`src/rtl/cic_sched_pkg.sv`:
```
// Shared types and helpers for the CIC array scheduler: capture FSM states,
// minimum decimation ratio and the packed-channel slice offset.
package cic_sched_pkg;

   typedef enum logic [1:0] {
      IDLE  = 2'd0,
      WAIT  = 2'd1,
      DRAIN = 2'd2
   } sched_state_t;

   localparam int unsigned MIN_RATIO = 2;

   function automatic int unsigned chan_lsb(input int unsigned chan, input int unsigned w);
      return chan * w;
   endfunction

endpackage

```
`src/rtl/cic_strobe_gen.sv`:
```
// PDM clock, integrator enable and comb enable generation for the CIC bank.
// Everything runs on clk; the decimation ratio is latched only on frame boundaries.
module cic_strobe_gen
   import cic_sched_pkg::*;
#(
   parameter int unsigned DIV_W    = 8,
   parameter int unsigned PDM_HALF = 25
) (
   input  logic             clk,
   input  logic             rst,
   input  logic             enable,
   input  logic [DIV_W-1:0] decim_ratio,
   output logic             pdm_clk,
   output logic             pdm_sample_en,
   output logic             decim_en
);

   localparam int unsigned      PW       = (PDM_HALF > 1) ? $clog2(PDM_HALF) : 1;
   localparam logic [PW-1:0]    PDM_LAST = PW'(PDM_HALF - 1);
   localparam logic [DIV_W-1:0] RMIN     = DIV_W'(MIN_RATIO);

   logic             en_q;
   logic [PW-1:0]    pdm_cnt;
   logic [DIV_W-1:0] decim_cnt;
   logic [DIV_W-1:0] r_lat;
   logic [DIV_W-1:0] r_eff;

   assign r_eff = (decim_ratio < RMIN) ? RMIN : decim_ratio;

   // The cycle enable is first seen only latches the ratio, so the first
   // pdm_clk rise lands PDM_HALF cycles after that sample.
   always_ff @(posedge clk) begin
      if (rst) begin
         en_q          <= 1'b0;
         pdm_cnt       <= '0;
         decim_cnt     <= '0;
         r_lat         <= '0;
         pdm_clk       <= 1'b0;
         pdm_sample_en <= 1'b0;
         decim_en      <= 1'b0;
      end else begin
         en_q          <= enable;
         pdm_sample_en <= 1'b0;
         decim_en      <= 1'b0;
         if (!enable) begin
            pdm_cnt   <= '0;
            decim_cnt <= '0;
            pdm_clk   <= 1'b0;
         end else if (!en_q) begin
            r_lat <= r_eff;
         end else begin
            if (pdm_cnt == PDM_LAST) begin
               pdm_cnt       <= '0;
               pdm_clk       <= ~pdm_clk;
               pdm_sample_en <= ~pdm_clk;
            end else begin
               pdm_cnt <= pdm_cnt + 1'b1;
            end
            if (pdm_sample_en) begin
               if (decim_cnt == r_lat - 1'b1) begin
                  decim_cnt <= '0;
                  decim_en  <= 1'b1;
                  r_lat     <= r_eff;
               end else begin
                  decim_cnt <= decim_cnt + 1'b1;
               end
            end
         end
      end
   end

endmodule

```
`src/rtl/cic_array_scheduler.sv`:
```
// Sequences a bank of NCH PDM CIC decimators on clk and serialises each
// decimated frame to the beamformer as a valid/ready stream, one word per channel.
module cic_array_scheduler
   import cic_sched_pkg::*;
#(
   parameter int unsigned NCH      = 8,
   parameter int unsigned W        = 16,
   parameter int unsigned DIV_W    = 8,
   parameter int unsigned PDM_HALF = 25,
   parameter int unsigned COMB_LAT = 1
) (
   input  logic                    clk,
   input  logic                    rst,
   input  logic                    enable,
   input  logic [DIV_W-1:0]        decim_ratio,
   output logic                    pdm_clk,
   output logic                    pdm_sample_en,
   output logic                    decim_en,
   input  logic [NCH*W-1:0]        cic_data,
   output logic                    m_valid,
   input  logic                    m_ready,
   output logic [W-1:0]            m_data,
   output logic [$clog2(NCH)-1:0]  m_chan,
   output logic                    m_first,
   output logic                    m_last,
   output logic                    overrun,
   input  logic                    clear_overrun,
   output logic                    busy
);

   localparam int unsigned   CW      = $clog2(NCH);
   localparam int unsigned   LW      = (COMB_LAT > 1) ? $clog2(COMB_LAT + 1) : 1;
   localparam logic [CW-1:0] LAST_CH = CW'(NCH - 1);

   sched_state_t          state;
   logic                  pend;
   logic [LW-1:0]         dly;
   logic [NCH-1:0][W-1:0] frame;
   logic [CW-1:0]         chan_nxt;
   logic                  xfer;
   logic                  capture_pt;
   logic                  do_load;
   logic                  do_adv;
   logic                  do_end;
   logic                  drop;

   cic_strobe_gen #(
      .DIV_W    (DIV_W),
      .PDM_HALF (PDM_HALF)
   ) u_strobe (
      .clk           (clk),
      .rst           (rst),
      .enable        (enable),
      .decim_ratio   (decim_ratio),
      .pdm_clk       (pdm_clk),
      .pdm_sample_en (pdm_sample_en),
      .decim_en      (decim_en)
   );

   assign chan_nxt = m_chan + 1'b1;

   // The comb-latency delay runs independently of the FSM state so that a
   // capture point falling inside DRAIN can be recognised and dropped.
   always_comb begin
      xfer       = m_valid && m_ready;
      capture_pt = pend && (dly <= LW'(1));
      do_adv     = (state == DRAIN) && xfer && !m_last;
      do_load    = capture_pt && ((state == WAIT) || ((state == DRAIN) && xfer && m_last));
      do_end     = (state == DRAIN) && xfer && m_last && !capture_pt;
      drop       = capture_pt && (state == DRAIN) && !(xfer && m_last);
   end

   always_ff @(posedge clk) begin
      if (rst) begin
         state   <= IDLE;
         pend    <= 1'b0;
         dly     <= '0;
         frame   <= '0;
         m_valid <= 1'b0;
         m_data  <= '0;
         m_chan  <= '0;
         m_first <= 1'b0;
         m_last  <= 1'b0;
         overrun <= 1'b0;
         busy    <= 1'b0;
      end else begin
         if (decim_en) begin
            pend <= 1'b1;
            dly  <= LW'(COMB_LAT);
         end else if (capture_pt) begin
            pend <= 1'b0;
         end else if (pend) begin
            dly <= dly - 1'b1;
         end

         if (do_load) begin
            for (int unsigned k = 0; k < NCH; k++) begin
               frame[k] <= cic_data[chan_lsb(k, W) +: W];
            end
            m_valid <= 1'b1;
            m_data  <= cic_data[chan_lsb(0, W) +: W];
            m_chan  <= '0;
            m_first <= 1'b1;
            m_last  <= (NCH == 1);
            state   <= DRAIN;
            busy    <= 1'b1;
         end else if (do_adv) begin
            m_data  <= frame[chan_nxt];
            m_chan  <= chan_nxt;
            m_first <= 1'b0;
            m_last  <= (chan_nxt == LAST_CH);
         end else if (do_end) begin
            m_valid <= 1'b0;
            m_data  <= '0;
            m_chan  <= '0;
            m_first <= 1'b0;
            m_last  <= 1'b0;
            if (decim_en || pend) begin
               state <= WAIT;
            end else begin
               state <= IDLE;
               busy  <= 1'b0;
            end
         end else if ((state == IDLE) && decim_en) begin
            state <= WAIT;
            busy  <= 1'b1;
         end

         if (drop) begin
            overrun <= 1'b1;
         end else if (clear_overrun) begin
            overrun <= 1'b0;
         end
      end
   end

endmodule

```
`config.mk`:
```
export PLATFORM = sky130hd
export DESIGN_NAME = cic_array_scheduler
export DESIGN_NICKNAME = d
export VERILOG_FILES = /design/src/rtl/cic_sched_pkg.sv /design/src/rtl/cic_strobe_gen.sv /design/src/rtl/cic_array_scheduler.sv
export SDC_FILE = /design/constraint.sdc
export NUM_CORES = 1
export LEC_CHECK = 0
export ABC_AREA = 1
export ABC_CLOCK_PERIOD_IN_PS = 2700
export CAP_MARGIN = 20
export CORE_MARGIN = 2
export CORE_UTILIZATION = 52
export DETAILED_ROUTE_END_ITERATION = 12
export PLACE_DENSITY_LB_ADDON = 0.08
export SLEW_MARGIN = 20
export SYNTH_ARGS = -nofsm -noshare
export SYNTH_HDL_FRONTEND = slang
export SYNTH_HIERARCHICAL = 1
export SYNTH_SLANG_ARGS = --single-unit
```
`constraint.sdc`:
```
create_clock -name clk -period 2.7 [get_ports clk]
set_input_delay 0.27 -clock clk [delete_from_list [all_inputs] [get_ports clk]]
set_output_delay 0.27 -clock clk [all_outputs]
set_load 0.1 [all_outputs]
```
Yosys cells after proc, flatten, opt, wreduce, memory -nomap -nowiden --
Index checks and enable logic that the tools add are counted. Widths: inputs -> output; s select.
Word-level totals: input bits 141, bits in registers 181, output and inout port bits 27
Operators by class: mux-type cells 37, eq/ne operators 10, reductions and logical operators 37, bitwise gates (word level) 6, order comparisons 3, add/sub/neg operators 5
Operator list (number):
- $mux 16 | 4
- $bmux 16 s3 | 1
- $mux 8 | 5
- $mux 1 | 20
- $reduce_and 2->1 | 6
- $reduce_bool 2->1 | 6
- $logic_and 1x1->1 | 11
- $add 8x1->8 const B | 1
- $eq 8x8->1 | 1
- $lt 8x2->1 const B | 1
- $mux 2 | 4
- $reduce_or 4->1 | 2
- $sub 8x1->8 const B | 1
- $mux 3 | 2
- $not 1->1 | 6
- $reduce_and 3->1 | 2
- $reduce_bool 3->1 | 2
- $add 5x1->5 const B | 1
- $eq 5x5->1 const B | 1
- $mux 5 | 1
- $lt 3x4->1 const B | 1
- $ne 2x1->1 const B | 2
- $ne 2x2->1 const B | 2
- $reduce_or 2->1 | 2
- 10 further kinds | 13

Depth between registers and ports, before layout --
Gate-level depths: netlist of the first run.
depth after elaboration 7, mapped depth 16, gate-level depth less buffers 15

Hierarchy --
The synthesis of the first run kept the hierarchy.
Modules (own cells, without submodules):
- cic_array_scheduler | instances 1, cells each 1000, area each 6967.9 um2
- cic_strobe_gen | instances 1, cells each 224, area each 1463.9 um2

Worst setup path after synthesis of the first run --
No wires, ideal clock.
path kind register -> register, from register m_chan[0], to register m_data[4], cell stages (with the launch flop) 13, period minus slack after synthesis 2759 ps, setup slack -59 ps, arrival time 2694 ps, path buffers 4, required time 2635 ps, path through dfxtp_1 > inv_1 > buf_2 > buf_2 > ha_1 > clkbuf_1 > clkbuf_1 > nand3_1 > nand2_1 > nand2_1 > a21oi_1 > nor2_1 > nor2_1
On the way: word-level cells in the longest chain between the ends 5
RTL lines:
- from (decl) | RTL line cic_array_scheduler.sv:23 | output logic [$clog2(NCH)-1:0] m_chan,
- from (signal assigned) | RTL line cic_array_scheduler.sv:109 | m_chan <= chan_nxt;
- $add 3x1->3 | RTL line cic_array_scheduler.sv:60 | assign chan_nxt = m_chan + 1'b1;
- $bmux 16 s3 | RTL line cic_array_scheduler.sv:108 | m_data <= frame[chan_nxt];
- $mux 16 (implied by the code) | RTL line cic_array_scheduler.sv:108
- $mux 16 | RTL line cic_array_scheduler.sv:107 | end else if (do_adv) begin
- $mux 16 | RTL line cic_array_scheduler.sv:96 | if (do_load) begin
- to (signal assigned) | RTL line cic_array_scheduler.sv:101 | m_data <= cic_data[chan_lsb(0, W) +: W];
- to (signal assigned) | RTL line cic_array_scheduler.sv:108
- to (decl) | RTL line cic_array_scheduler.sv:22 | output logic [W-1:0] m_data,
No other way between the ends. The select of a mux whose other input is x is not followed. A chain may end at the register's enable or synchronous reset.

Final worst setup path of the first run --
from register m_chan[0], to output m_chan[0]
No word-level cell between the ends.

==> impl_metrics.tcl, run 1 <==
set metrics [dict create \
    grt_max_degree 86 \
    synth_fa_ha_area_frac 0.00890 \
    synth_cells 1224 \
    tns_ns 0 \
    num_io_pins 168 \
    path_depth 2 \
    syn2layout_area_growth_pct 26.3 \
    grt_overflow 0 \
    outcome "complete, no violations" \
    crit_top_cell "buf_4" \
    crit_chain "buf_4 -> buf_4" \
    die_x_um 131 \
    critPathCaptureType "primary output" \
    vias_per_cell 5.12 \
    place_area_sq_um 10000 \
    critPathKind "reg2out" \
    antenna_found_initial 0 \
    clockBufferDepth 2 \
    routed_wl_mm 22.7 \
    postSynthRegisterBits 180 \
    stdcell_area_sq_um 10600 \
    yosysSeqAreaShare 0.427 \
    drc_errors 0 \
    cp-start-kind "flop" \
    rsz0062_at_grt "false" \
    synth_area_sq_um 8430 \
    worstSkewPairLatency_ns 0.43 \
    cap_violations 0 \
    max_stage_delay_ns 0.59 \
    synth_xor_area_frac 0.0144 \
    p_clk_frac 0.450 \
    ir_drop_mv 0.442 \
    coreArea_sq_um 15900 \
    yosys.area_share.simple 0.243 \
    tightest_slew_ns 0.747 \
    post_cts_buffers 0 \
    worst-endpoint-required_ns 2.43 \
    cts_hold_buf 0 \
    n_antenna_cell 0 \
    dieArea_sq_um 17300 \
    fmax_mhz 481 \
    htree_levels 4 \
    pre_cts_slack_ns 0.429 \
    cellLeakagePower_nw 4.51 \
    cts_resized 0 \
    synthTopCellsByArea "dfxtp_1, nand2_1, a21oi_1" \
    hpwl_mm 15.9 \
    die_h_um 131 \
    power_frac_comb 0.076 \
    swShare 0.219 \
    final_common_cell "nand2_1" \
    hold_viol_final 0 \
    cts_buffers 17 \
    setup_viol 0 \
    ant_nets 0 \
    synthesis.nets 1371 \
    synth_top_family_by_area "simple AND/OR/NAND/NOR gates" \
    fin_crit_ns 2.08 \
    cp_num_buf_inv 2 \
    p_int_mw 4.42 \
    holdPathStages 3 \
    yosysTopAreaCell "dfxtp_1" \
    yosysUniqueCellTypes 34 \
    place.gp.congestion 0.897 \
    cp_max_fo 65 \
    cts-root-buf "clkbuf_16" \
    vias 8093 \
    fin_util 0.670 \
    grt_util_all_layers 0.267 \
    finalMaxSlewViolations 0 \
    clkSinkCount 180 \
    postSynthAreaPerCell_sq_um 6.89 \
    drive_above_1_share 0.0681 \
    p_sw_mw 1.24 \
    worstPathArrival_ns 1.81 \
    sequentialPowerShare 0.474 \
    port_buffers 167 \
    synth_compound_area_frac 0.173 \
    cts_tree "built" \
    power.density_nw_per_um2 531 \
    grt_pass1_wl_mm 37.0 \
    yosys.area.top_type_share 0.427 \
    first_pass_iters 6 \
    slowest_stage "buf_4" \
    fin_crit_sh 0.771 \
    fin_skew_ns 0.00572 \
    rows 46 \
    setup_slack_ns 0.619 \
    drt_iter0_markers 632 \
    path_clk_slew_ns 0.07 \
    initial_core_util 0.531 \
    avgRoutedWirePerCell_um 14.3 \
    final_cell_mix "nand2_1, dfxtp_1, inv_1, a21oi_1, clkdlybuf4s50_1" \
    synthMuxAreaShare 0 \
    slew_headroom 0.502 \
    ff2ff_path_depth 13 \
    hp-class "in2reg" \
    cp_top_family "buffers and inverters" \
    holdWs_ns 0.440 \
    grt_pass1_vias 7663 \
    fin_nets 1500 \
    yosysWarnings 6 \
]
-- layer usage --
metal	GRT usage	vias to the layer above	part of all wire
met1	0.340	3663	0.44
met2	0.452	234	0.48
met3	0.0536	36	0.054
met5	0	-	0
met4	0.0924	0	0.024
li1	-	4160	-
-- cell usage after synthesis (all sizes together) --
cell / count
a22oi: 2
inv: 173
clkinv: 4
xor2: 9
o22ai: 16
ha: 6
nor4: 1
nor3b: 2
clkbuf: 30
o21ai: 119
nand4: 5
and3b: 1
a32oi: 1
nor2: 72
a21oi: 145
nand3b: 3
a211oi: 1
dfxtp: 180
buf: 45
xnor2: 4
nor3: 3
nand2: 293
nand3: 109
-- worst paths after layout --
check	slack, ns	to	startpoint
max	0.62	m_chan[0]	m_chan[0]
min	0.44	frame[9]	cic_data[9]
max reg2reg	0.70	u_strobe/r_lat[0]	u_strobe/r_lat[0]
min reg2reg	0.45	frame[91]	frame[91]
-- worst register-to-register path, delay by kind of cell (launching register included) --
kind,cells,cell delay (ns)
adder cells (fa/ha/maj),1,0.31
XOR/XNOR,1,0.12
buffers and inverters,1,0.08
AND/OR/NAND/NOR,10,1.01
flip-flops,1,0.39
-- power groups by stage --
stage / clock, mW / combinational [mW] / sequential (mW)
after floorplan: 0 / 0.173 / 2.74
after global placement: 0 / 0.428 / 2.74
after detailed placement: 0 / 0.426 / 2.74
after CTS: 2.57 / 0.430 / 2.68
after global routing: 2.67 / 0.473 / 2.68
final: 2.55 / 0.430 / 2.68
-- through the flow --
stage	total power [mW]	std cells
global route	5.82	1582
finish	5.66	1582
detailed placement	3.16	1550
CTS	5.68	1582
global placement	3.17	1550
floorplan	2.91	1224
-- kinds of logic (layout without fill, tap and decap cells) --
logic type | after synthesis | count (layout)
compound gates | 284 | 284
xor+xnor | 13 | 13
simple gates | 489 | 489
flops | 180 | 180
buf+inv | 252 | 394
fa+ha+maj | 6 | 6
-- flip-flops by register name (all words and copies together), names as in the netlist, 2 cells and up --
| register | cells |
|---|---|
| frame | 128 |
| m_data | 16 |
| u_strobe/decim_cnt | 8 |
| u_strobe/r_lat | 8 |
| u_strobe/pdm_cnt | 5 |
| m_chan | 3 |
| state | 2 |
-- final cells by class --
class / instances / area [sq um]
multi-input cells: 792 / 3710
clock inverters: 13 / 154
fillers: 1467 / 5240
clock buffers: 19 / 453
flip-flops and latches: 180 / 3600
well taps: 216 / 270
inverters: 177 / 664
repair buffers: 185 / 1790
Power figures use the tool's default switching activity.
==> run 2: changes to the inputs <==
--- a/config.mk
+++ b/config.mk
@@ -6,10 +6,10 @@
 export NUM_CORES = 1
 export LEC_CHECK = 0
 export ABC_AREA = 1
-export ABC_CLOCK_PERIOD_IN_PS = 2700
+export ABC_CLOCK_PERIOD_IN_PS = 1750
 export CAP_MARGIN = 20
 export CORE_MARGIN = 2
-export CORE_UTILIZATION = 52
+export CORE_UTILIZATION = 47
 export DETAILED_ROUTE_END_ITERATION = 12
 export PLACE_DENSITY_LB_ADDON = 0.08
 export SLEW_MARGIN = 20
==> constraint.sdc (replaced) <==
create_clock -name clk -period 1.75 [get_ports clk]
set_input_delay 0.175 -clock clk [delete_from_list [all_inputs] [get_ports clk]]
set_output_delay 0.175 -clock clk [all_outputs]
set_load 0.1 [all_outputs]
==> impl_metrics.tcl, run 2 (synthesis results as in run 1) <==
set metrics [dict create \
    fin_crit_ns 1.82 \
    cp-start-kind "flop" \
    grt_pass1_wl_mm 36.9 \
    finalMaxSlewViolations 0 \
    fin_util 0.649 \
    p_int_mw 6.72 \
    hpwl_mm 16.8 \
    cellLeakagePower_nw 4.75 \
    setup_viol 11 \
    drive_above_1_share 0.126 \
    fin_crit_sh 1.04 \
    drc_errors 0 \
    fin_skew_ns 0.00757 \
    avgRoutedWirePerCell_um 14.6 \
    slowest_stage "dfxtp_2" \
    crit_chain "inv_2 -> ha_4 -> xnor2_1 -> nor2_1 -> nand2_1 -> nor2_1 -> nand2_1 -> nor2_4 -> nand3_4 -> nand2_8 -> nand3_2 -> nand2_2 -> nor2_1" \
    n_antenna_cell 0 \
    power_frac_comb 0.086 \
    first_pass_iters 5 \
    tns_ns -0.459 \
    num_io_pins 168 \
    sequentialPowerShare 0.478 \
    p_clk_frac 0.436 \
    clockBufferDepth 2 \
    cp_num_buf_inv 1 \
    multi_input_area_sq_um 3920 \
    setup_slack_ns -0.0665 \
    cts_tree "built" \
    syn2layout_area_growth_pct 34.0 \
    drt_iter0_markers 517 \
    rsz0062_at_grt "true" \
    critPathCaptureType "flop" \
    place.gp.congestion 0.871 \
    vias 8231 \
    stdcell_area_sq_um 11300 \
    path_clk_slew_ns 0.06 \
    swShare 0.221 \
    worstSkewPairLatency_ns 0.43 \
    cp_top_family "simple AND/OR/NAND/NOR gates" \
    holdWs_ns 0.350 \
    cp_max_fo 8 \
    outcome "finished with violations" \
    worstPathArrival_ns 2.14 \
    cts-root-buf "clkbuf_16" \
    die_h_um 138 \
    dieArea_sq_um 19000 \
    rows 48 \
    vias_per_cell 5.06 \
    power.density_nw_per_um2 763 \
    die_x_um 138 \
    port_buffers 167 \
    clkSinkCount 180 \
    ant_nets 0 \
    grt_overflow 0 \
    cts_buffers 17 \
    worst-endpoint-required_ns 2.07 \
    largest_reg_flops 128 \
    fin_nets 1537 \
    hp-class "in2reg" \
    regMostFlops "frame" \
    htree_levels 4 \
    regArea_sq_um 3620 \
    p_sw_mw 1.90 \
    final_cell_mix "nand2_1, dfxtp_1, inv_1, clkdlybuf4s50_1, a21oi_1" \
    fmax_mhz 551 \
    tightest_slew_ns 0.503 \
    antenna_found_initial 0 \
    grt_max_degree 88 \
    hold_viol_final 0 \
    cts_hold_buf 0 \
    crit_top_cell "nor2_1" \
    grt_util_all_layers 0.248 \
    slew_headroom 0.665 \
    final_common_cell "nand2_1" \
    initial_core_util 0.484 \
    critPathKind "reg2reg" \
    largestRegisters "frame (128), m_data (16)" \
    ir_drop_mv 0.681 \
    violations "setup timing" \
    routed_wl_mm 23.7 \
    coreArea_sq_um 17400 \
    grt_pass1_vias 7386 \
    cap_violations 0 \
    nFillCells 1587 \
    place_area_sq_um 10400 \
    max_stage_delay_ns 0.33 \
]
-- run 2: cell type report --
type                    count  area share
clock inverters             7     0.00609
multi-input cells         793       0.346
clock buffers              25      0.0457
repair buffers            219       0.194
repair inverters            2     0.00155
well taps                 225      0.0249
flip-flops and latches    180       0.321
inverters                 177      0.0605
-- run 2: repair_timing --
action                                 4_1_cts  5_1_grt
setup endpoints to repair                   14       29
endpoints found under the hold margin        0        0
pin swaps                                    7       25
setup buffers                                0        9
cloned                                       1        2
resized for setup                            7       43
-- run 2: through the flow --
stage | total power, mW | setup slack [ns] | instances
6_report | 8.62 | -0.0665 | 1628
3_5_place_dp | 4.91 | -0.121 | 1584
4_1_cts | 8.63 | -0.0460 | 1617
2_1_floorplan | 4.49 | -0.133 | 1224
5_1_grt | 8.90 | -0.197 | 1628
3_3_place_gp | 4.91 | -0.0660 | 1584
-- run 2: worst paths after layout --
path	cells after the start	end	slack, ns	from
worst max-delay path	13	u_strobe/r_lat[0]	-0.07	u_strobe/r_lat[1]
worst min-delay path	3	frame[11]	0.35	cic_data[11]
worst max register to register	13	u_strobe/r_lat[0]	-0.07	u_strobe/r_lat[1]
worst min register to register	2	frame[98]	0.45	frame[98]
-- run 2: layer usage --
metal / track usage / routed length, um
met1: 0.333 / 10600
met5: 0 / 0
met4: 0.0680 / 276
met3: 0.0398 / 1310
met2: 0.414 / 11500
-- run 2: tightest hold or removal path, cell delays in order --
cell,delay [ns]
clkdlybuf4s50_1,0.41
nand2_1,0.09
o22ai_1,0.06
-- run 2: power by group through the flow --
stage	sequential, mW	clock, mW	combinational, mW
6_report	4.13	3.76	0.739
4_1_cts	4.13	3.80	0.712
3_5_place_dp	4.22	0	0.694
5_1_grt	4.13	3.97	0.808
2_1_floorplan	4.22	0	0.272
3_3_place_gp	4.22	0	0.695
==> run 3: changes to the inputs <==
--- a/config.mk
+++ b/config.mk
@@ -8,9 +8,12 @@
 export ABC_AREA = 1
 export ABC_CLOCK_PERIOD_IN_PS = 1750
 export CAP_MARGIN = 20
+export CELL_PAD_IN_SITES_DETAIL_PLACEMENT = 1
+export CELL_PAD_IN_SITES_GLOBAL_PLACEMENT = 1
 export CORE_MARGIN = 2
-export CORE_UTILIZATION = 47
+export CORE_UTILIZATION = 33
 export DETAILED_ROUTE_END_ITERATION = 12
+export GPL_ROUTABILITY_DRIVEN = 0
 export PLACE_DENSITY_LB_ADDON = 0.08
 export SLEW_MARGIN = 20
 export SYNTH_ARGS = -nofsm -noshare
==> impl_metrics.tcl, run 3 (synthesis results as in run 1) <==
set metrics [dict create \
    timing.critical_path.from "u_strobe/r_lat[2]" \
    rows 58 \
    grt_pass1_wl_mm 44.1 \
    fin_nets 1542 \
    clkSinkCount 180 \
    final_cells 1738 \
    initial_core_util 0.336 \
    largest_reg_flops 128 \
    cap_violations 0 \
    outcome "finished with violations" \
    max_stage_delay_ns 0.48 \
    cts-root-buf "clkbuf_16" \
    coreArea_sq_um 25100 \
    worstPathArrival_ns 2.18 \
    violations "setup timing" \
    cellLeakagePower_nw 4.79 \
    die_x_um 164 \
    pre_cts_slack_ns -0.219 \
    routed_wl_mm 28.3 \
    cts_buffers 17 \
    hpwl_mm 20.2 \
    ant_nets 0 \
    multi_input_area_sq_um 4010 \
    drc_errors 0 \
    regMostFlops "frame" \
    ir_drop_mv 0.571 \
    syn2layout_area_growth_pct 37.4 \
    cts_tree "built" \
    fin_crit_ns 1.84 \
    rsz0062_at_grt "true" \
    power.density_nw_per_um2 752 \
    cp_num_buf_inv 4 \
    dieArea_sq_um 26800 \
    fin_util 0.462 \
    die_h_um 164 \
    reg2reg_from "u_strobe/r_lat[2]" \
    antenna_found_initial 0 \
    nFillCells 3188 \
    fmax_mhz 542 \
    grt_util_all_layers 0.212 \
    tightest_slew_ns 0.411 \
    ff2ff_path_depth 14 \
    worstSkewPairLatency_ns 0.44 \
    worst-endpoint-required_ns 2.08 \
    final_cell_mix "nand2_1, dfxtp_1, inv_1, clkdlybuf4s50_1, a21oi_1" \
    final_common_cell "nand2_1" \
    min_from "cic_data[108]" \
    stdcell_area_sq_um 11600 \
    critPathCaptureType "flop" \
    clockBufferDepth 2 \
    setup_slack_ns -0.0942 \
    setup_viol 10 \
    n_antenna_cell 0 \
    crit_chain "inv_2 -> nand2_1 -> nand2_1 -> nand2_1 -> nand3_1 -> nor2_2 -> nand2_2 -> nor2_4 -> buf_4 -> buf_6 -> buf_4 -> nand2_2 -> nand2_1 -> a21oi_1" \
    tns_ns -0.742 \
    regArea_sq_um 3620 \
    path_clk_slew_ns 0.08 \
    finalMaxSlewViolations 0 \
    hold_viol_final 0 \
    slowest_stage "dfxtp_1" \
    hp-class "in2reg" \
    grt_pass1_vias 8374 \
    critPathKind "reg2reg" \
    grt_max_degree 74 \
    hold_end "frame[108]" \
    htree_levels 4 \
    slew_headroom 0.726 \
    place_inst 1694 \
    fin_crit_sh 1.05 \
    drt_iter0_markers 344 \
    num_io_pins 168 \
    regToRegSetupSlack_ns -0.09 \
    largestRegisters "frame (128), m_data (16)" \
    avgRoutedWirePerCell_um 16.3 \
    holdPathStages 3 \
    vias_per_cell 4.74 \
    total_power_mw 8.71 \
    first_pass_iters 4 \
    port_buffers 167 \
    fin_skew_ns 0.0141 \
    grt_overflow 0 \
    holdWs_ns 0.334 \
    place_area_sq_um 10600 \
    cp_max_fo 5 \
    vias 8239 \
    crit_top_cell "nand2_1" \
    cp-start-kind "flop" \
    cp_top_family "simple AND/OR/NAND/NOR gates" \
    regToRegEndpoint "u_strobe/decim_cnt[0]" \
    drive_above_1_share 0.141 \
]
-- run 3: changes by cell type in the layout (fill, tap and decap cells not counted), sizes merged --
cell and change:
clkbuf -7, buf +6, clkinv -3, inv +8, clkinvlp +1
-- run 3: per-layer routing --
metal | GRT usage | vias to the layer above | share of wire
li1 | - | 4239 | -
met1 | 0.268 | 3838 | 0.46
met2 | 0.365 | 130 | 0.48
met3 | 0.0384 | 32 | 0.038
met4 | 0.0658 | 0 | 0.019
met5 | 0 | - | 0
-- run 3: worst max path at each step --
stage               cells past startpoint                    end
floorplan                              13              m_data[5]
global placement                        7             frame[123]
detailed placement                      7             frame[117]
CTS                                    13      u_strobe/r_lat[6]
global route                           13      u_strobe/r_lat[0]
finish                                 14  u_strobe/decim_cnt[0]
-- run 3: power breakdown --
group | switching, mW | internal (mW)
clock network | 1.81 | 2.01
logic | 0.338 | 0.433
registers | 0.0170 | 4.10
total | 2.16 | 6.55
-- run 3: worst register-to-register path, delay by kind of cell, from the launching register on --
family / cells / cell delay [ns]
AO/OA/AOI/OAI: 1 / 0.06
flip-flops: 1 / 0.48
buffers and inverters: 4 / 0.38
AND/OR/NAND/NOR: 9 / 0.81
-- run 3: cell type report --
cell class	instances	share of cell area
Clock inverter	14	0.0124
Tap cell	330	0.0356
Sequential cell	180	0.313
Multi-Input combinational cell	793	0.346
Timing Repair inverter	1	0.000756
Timing Repair Buffer	225	0.197
Clock buffer	18	0.0370
Inverter	177	0.0586
-- run 3: timing repair --
item,in CTS,in global routing
hold buffers,0,0
cloned,1,1
endpoints found under the setup margin,21,35
buffers inserted,3,7
pin swaps,10,12
gates resized for setup,18,54
